## config.mk

```make
export PLATFORM = sky130hd
export DESIGN_NAME = mux_nx1_skid_flat
export DESIGN_NICKNAME = d
export VERILOG_FILES = /design/src/rtl/mux_nx1_skid_if.sv /design/src/rtl/mux_nx1_skid.sv /design/src/flat_wrapper.sv
export SDC_FILE = /design/constraint.sdc
export NUM_CORES = 1
export LEC_CHECK = 0
export ABC_AREA = 1
export CAP_MARGIN = 20
export CORE_MARGIN = 2
export CORE_UTILIZATION = 44
export DETAILED_ROUTE_END_ITERATION = 10
export HOLD_SLACK_MARGIN = 0.06
export PLACE_DENSITY = 0.81
export SLEW_MARGIN = 20
export SYNTH_ARGS = -nofsm -noshare
export SYNTH_HDL_FRONTEND = slang
export SYNTH_SLANG_ARGS = --single-unit
```

## constraint.sdc

```tcl
create_clock -name clk -period 2.1 [get_ports clk]
set_clock_uncertainty 0.05 [all_clocks]
set_input_delay 0.42 -clock clk [delete_from_list [all_inputs] [get_ports clk]]
set_output_delay 0.42 -clock clk [all_outputs]
set_load 0.05 [all_outputs]
```

## src/rtl/mux_nx1_skid_if.sv

```systemverilog
// Handshake and data bundle for the N-to-1 selector with skid stage.
interface mux_nx1_skid_if #(
  parameter int unsigned WIDTH = 16,
  parameter int unsigned N     = 4,
  parameter int unsigned SEL_W = 2
);
  logic [N*WIDTH-1:0] mux_in;
  logic [SEL_W-1:0]   mux_ctrl;
  logic               in_valid;
  logic               in_ready;
  logic               flush;
  logic [WIDTH-1:0]   choice;
  logic [SEL_W-1:0]   choice_sel;
  logic               sel_err;
  logic               out_valid;
  logic               out_ready;

  // Source/sink side: drives channels and select, consumes the head entry
  modport master (
    output mux_in, mux_ctrl, in_valid, flush, out_ready,
    input  in_ready, choice, choice_sel, sel_err, out_valid
  );

  // Selector side
  modport slave (
    input  mux_in, mux_ctrl, in_valid, flush, out_ready,
    output in_ready, choice, choice_sel, sel_err, out_valid
  );
endinterface

```

## src/rtl/mux_nx1_skid.sv

```systemverilog
// N-input selector feeding a registered main+skid pair with valid/ready handshake.
// in_ready and out_valid are registered copies of the next-state decode, so
// neither out_ready nor the data inputs reach any output combinationally.
module mux_nx1_skid #(
  parameter int unsigned WIDTH = 16,
  parameter int unsigned N     = 4,
  parameter int unsigned SEL_W = 2
) (
  input logic            clk,
  input logic            rst_n,
  mux_nx1_skid_if.slave  bus
);

  typedef struct packed {
    logic [WIDTH-1:0] data;
    logic [SEL_W-1:0] sel;
    logic             err;
  } entry_t;

  typedef enum logic [1:0] {
    S_EMPTY = 2'd0,
    S_ONE   = 2'd1,
    S_FULL  = 2'd2
  } state_t;

  state_t r_state;
  state_t w_state_nxt;
  entry_t r_main;
  entry_t r_skid;
  entry_t w_new;
  logic   r_in_ready;
  logic   r_out_valid;
  logic   w_accept;
  logic   w_consume;
  logic   w_load_main;
  logic   w_main_from_skid;
  logic   w_load_skid;

  assign w_accept  = bus.in_valid & r_in_ready;
  assign w_consume = r_out_valid & bus.out_ready;

  // Build the entry for the channel named by mux_ctrl; out-of-range gives zero data
  always_comb begin
    w_new      = '0;
    w_new.sel  = bus.mux_ctrl;
    w_new.err  = (32'(bus.mux_ctrl) >= N);
    for (int k = 0; k < int'(N); k++) begin
      if (bus.mux_ctrl == SEL_W'(k)) begin
        w_new.data = bus.mux_in[k*WIDTH +: WIDTH];
      end
    end
  end

  // Next-state and register-load decode; flush wins over every transfer
  always_comb begin
    w_state_nxt      = r_state;
    w_load_main      = 1'b0;
    w_main_from_skid = 1'b0;
    w_load_skid      = 1'b0;
    if (bus.flush) begin
      w_state_nxt = S_EMPTY;
    end else begin
      case (r_state)
        S_EMPTY: begin
          if (w_accept) begin
            w_load_main = 1'b1;
            w_state_nxt = S_ONE;
          end
        end
        S_ONE: begin
          if (w_accept && w_consume) begin
            w_load_main = 1'b1;
          end else if (w_accept) begin
            w_load_skid = 1'b1;
            w_state_nxt = S_FULL;
          end else if (w_consume) begin
            w_state_nxt = S_EMPTY;
          end
        end
        S_FULL: begin
          if (w_consume) begin
            w_main_from_skid = 1'b1;
            w_state_nxt      = S_ONE;
          end
        end
        default: w_state_nxt = S_EMPTY;
      endcase
    end
  end

  // State register with registered handshake flags derived from the next state
  always_ff @(posedge clk or negedge rst_n) begin
    if (!rst_n) begin
      r_state     <= S_EMPTY;
      r_in_ready  <= 1'b1;
      r_out_valid <= 1'b0;
    end else begin
      r_state     <= w_state_nxt;
      r_in_ready  <= (w_state_nxt != S_FULL);
      r_out_valid <= (w_state_nxt != S_EMPTY);
    end
  end

  // Main and skid storage; unloaded registers hold
  always_ff @(posedge clk or negedge rst_n) begin
    if (!rst_n) begin
      r_main <= '0;
      r_skid <= '0;
    end else begin
      if (w_load_main) begin
        r_main <= w_new;
      end else if (w_main_from_skid) begin
        r_main <= r_skid;
      end
      if (w_load_skid) begin
        r_skid <= w_new;
      end
    end
  end

  assign bus.in_ready   = r_in_ready;
  assign bus.out_valid  = r_out_valid;
  assign bus.choice     = r_main.data;
  assign bus.choice_sel = r_main.sel;
  assign bus.sel_err    = r_main.err;

endmodule

```

## src/flat_wrapper.sv

```systemverilog
// flat-port wrapper written by rule: the top's interface ports become plain ports
module mux_nx1_skid_flat 
#(
  parameter int unsigned WIDTH = 16,
  parameter int unsigned N     = 4,
  parameter int unsigned SEL_W = 2
)
  (clk, rst_n, bus_mux_in, bus_mux_ctrl, bus_in_valid, bus_flush, bus_out_ready, bus_in_ready, bus_choice, bus_choice_sel, bus_sel_err, bus_out_valid);
  mux_nx1_skid_if #(.WIDTH(WIDTH), .N(N), .SEL_W(SEL_W)) bus_i ();
  input logic clk;
  input logic rst_n;
  input wire logic [$bits(bus_i.mux_in)-1:0] bus_mux_in;
  input wire logic [$bits(bus_i.mux_ctrl)-1:0] bus_mux_ctrl;
  input wire logic [$bits(bus_i.in_valid)-1:0] bus_in_valid;
  input wire logic [$bits(bus_i.flush)-1:0] bus_flush;
  input wire logic [$bits(bus_i.out_ready)-1:0] bus_out_ready;
  output wire logic [$bits(bus_i.in_ready)-1:0] bus_in_ready;
  output wire logic [$bits(bus_i.choice)-1:0] bus_choice;
  output wire logic [$bits(bus_i.choice_sel)-1:0] bus_choice_sel;
  output wire logic [$bits(bus_i.sel_err)-1:0] bus_sel_err;
  output wire logic [$bits(bus_i.out_valid)-1:0] bus_out_valid;
  assign bus_i.mux_in = bus_mux_in;
  assign bus_i.mux_ctrl = bus_mux_ctrl;
  assign bus_i.in_valid = bus_in_valid;
  assign bus_i.flush = bus_flush;
  assign bus_i.out_ready = bus_out_ready;
  assign bus_in_ready = bus_i.in_ready;
  assign bus_choice = bus_i.choice;
  assign bus_choice_sel = bus_i.choice_sel;
  assign bus_sel_err = bus_i.sel_err;
  assign bus_out_valid = bus_i.out_valid;
  mux_nx1_skid #(.WIDTH(WIDTH), .N(N), .SEL_W(SEL_W)) u_core (.clk(clk), .rst_n(rst_n), .bus(bus_i));
endmodule
```

==> results.json <==
{
  "syn_nets": 393,
  "use_met3": 0.0545,
  "die_area_sq_um": 5810,
  "path_cells": "clkdlybuf4s50_1",
  "grt_max_degree": 41,
  "setup_slack_ns": 0.137,
  "post_dp_cell_area_sq_um": 3240,
  "mostFrequentLayoutCells": "nand2_1 (127), clkdlybuf4s50_1 (88), dfrtp_1 (39)",
  "cpPeakStageDelay_ns": 0.81,
  "setup_tns_ns": 0,
  "worstRegToRegCells": 7,
  "cts_made_buffers": 5,
  "syn-cell-area_sq_um": 2290,
  "die_y_um": 76.2,
  "arrival_ns": 1.49,
  "grt_pass1_vias": 2322,
  "required_ns": 1.63,
  "r2r_end": "u_core.bus.choice[4]",
  "yosysUniqueCellTypes": 22,
  "cp_slowest_cell": "clkdlybuf4s50_1",
  "vias": 2366,
  "crit_family": "buffers and inverters",
  "netlist_instances": 322,
  "final_common_cell": "nand2_1",
  "drc": 0,
  "crit_fanout": 2,
  "portBuffers": 90,
  "drtPass1Iterations": 4,
  "yosysTopAreaCellShare": 0.425,
  "fin_nets": 480,
  "layout-drive-gt1-share": 0.0756,
  "ios": 92,
  "antenna_found_initial": 0,
  "drv_cap": 0,
  "start_kind": "flop",
  "synth.avg_cell_area_sq_um": 7.13,
  "p_int_mw": 1.96,
  "rsz0062_at_grt": "false",
  "hold_violations": 0,
  "post-route-period-util": 0.935,
  "seqPwrFrac": 0.377,
  "grt_pass1_wl_mm": 10.2,
  "status": "complete, no violations",
  "grt_use_met2": 0.372,
  "clkTransAtPathRegs_ns": 0.08,
  "crit_type": "flop to output port",
  "fin_area_sq_um": 3360,
  "max_clock_freq_ghz": 0.509,
  "viasPerCell": 4.93,
  "hpwl_mm": 4.49,
  "finalSetupViolCount": 0,
  "cts_buffer_depth": 2,
  "wl_per_cell_um": 12.4,
  "ir_drop_uv": 443,
  "use_met1": 0.267,
  "routed_wl_mm": 5.96,
  "gp_congestion": 0.814,
  "yosysTopAreaCell": "dfrtp_1",
  "grt_overflow": 0,
  "rows": 26,
  "tightest_slew_ns": 0.601,
  "grt_most_used_layer": "met2",
  "syn_to_final_growth_pct": 46.4,
  "ctsRootBufferMaster": "clkbuf_8",
  "clkLatencyLatePin_ns": 0.30,
  "die_width_um": 76.2,
  "core_sq_um": 5070,
  "relSlewSlack": 0.599,
  "clockPowerShare": 0.206,
  "yosys_warnings": 0,
  "reg2reg_slack_ns": 0.53,
  "cts_resized": 0,
  "start_util": 0.452,
  "p_leak_nw": 1.55,
  "switching_share": 0.392,
  "reg2reg_from": "u_core.bus.in_ready",
  "yosysSeqAreaShare": 0.437,
  "grt_use_total": 0.216,
  "cts_hold_buffers": 0,
  "post-cts-setup-buffer-count": 0,
  "crit_path_end_kind": "output port",
  "cts_tree": "yes",
  "cts_sinks": 40,
  "drv_slew": 0,
  "fin_crit_ns": 1.96,
  "power_switching_mw": 1.27,
  "worst-path-buf-inv": 1,
  "p_total_mw": 3.23,
  "ys_ff_latch": 40,
  "min_path_type": "input port to asynchronous set/reset pin",
  "htreeDepth": 2,
  "n_antenna_cell": 0,
  "combPwrFrac": 0.417,
  "drtAntennaViolNets": 0,
  "synthTopCellsByArea": "dfrtp_1 (43%), nand2_1 (21%), nand3_1 (7.6%)",
  "power_density_nw_per_um2": 962,
  "dp_slack_ns": 0.0402,
  "drtIter0Drc": 163
}
-- power by group through the flow --
stage / registers, mW / clock network (mW) / logic [mW]
2_1_floorplan: 1.62 / 0 / 0.446
3_3_place_gp: 1.22 / 0 / 1.32
3_5_place_dp: 1.23 / 0 / 1.35
4_1_cts: 1.22 / 0.671 / 1.36
5_1_grt: 1.26 / 0.699 / 1.47
6_report: 1.22 / 0.664 / 1.35
-- logic make-up after synthesis --
family | share of synthesized area
other cells | 0.00163
flops | 0.437
buf+inv | 0.0872
simple gates | 0.361
compound gates | 0.113
-- synthesized netlist by cell type --
master and n:
nor2_2 3, o21ai_1 27, nand4_1 1, nand2_2 1
conb_1 1, buf_4 5, buf_6 2, dfstp_2 1
nand4_2 1, dfrtp_1 39, buf_2 7, nand3_1 35
clkbuf_1 4, nand3b_4 1, nand2_1 127, nor2_1 1
o21ai_0 25, inv_2 5, or2_0 15, and2_4 1
or2_1 1, inv_1 19
-- registers in the layout, indices dropped and copies added (netlist names) --
| name | count |
|---|---|
| u_core.bus.choice | 16 |
| u_core.r_state | 2 |
| u_core.bus.in_ready | 1 |
| u_core.bus.choice_sel | 2 |
| u_core.bus.out_valid | 1 |
| u_core.r_skid | 18 |
-- per-layer routing --
| layer | vias up | routed length [um] |
|---|---|---|
| met3 | 8 | 413 |
| met4 | 0 | 82 |
| met2 | 84 | 2840 |
| met5 | - | 0 |
| li1 | 1197 | - |
| met1 | 1077 | 2630 |
-- through the flow --
step           cells  hold slack [ns]   util
6_report         480            0.115  0.662
5_1_grt          480            0.154  0.662
4_1_cts          480            0.136  0.662
3_5_place_dp     472            0.415  0.638
3_3_place_gp     472            0.412  0.638
2_1_floorplan    322           0.0744      -
-- how the worst max path moves through the flow --
stage,startpoint,end,slack (ns),cells after the start
2_1_floorplan,u_core.bus.in_ready,u_core.bus.choice[10],0.40,8
3_3_place_gp,bus_mux_ctrl[1],u_core.bus.choice[3],0.07,8
3_5_place_dp,bus_mux_ctrl[1],u_core.bus.choice[11],0.04,8
4_1_cts,u_core.bus.choice[0],bus_choice[0],0.14,1
5_1_grt,u_core.bus.choice[8],bus_choice[8],0.1,1
6_report,u_core.bus.choice[0],bus_choice[0],0.14,1
-- layout make-up --
| type | instances | area [sq um] |
|---|---|---|
| tap | 70 | 87.6 |
| clock buffer | 6 | 82.6 |
| inverter | 24 | 90.1 |
| sequential | 40 | 1000 |
| fill | 449 | 1720 |
| timing repair buffer | 98 | 966 |
| clock inverter | 2 | 38.8 |
| multi-input combinational | 240 | 1090 |
No activity file was read; power rests on OpenSTA's default activity.
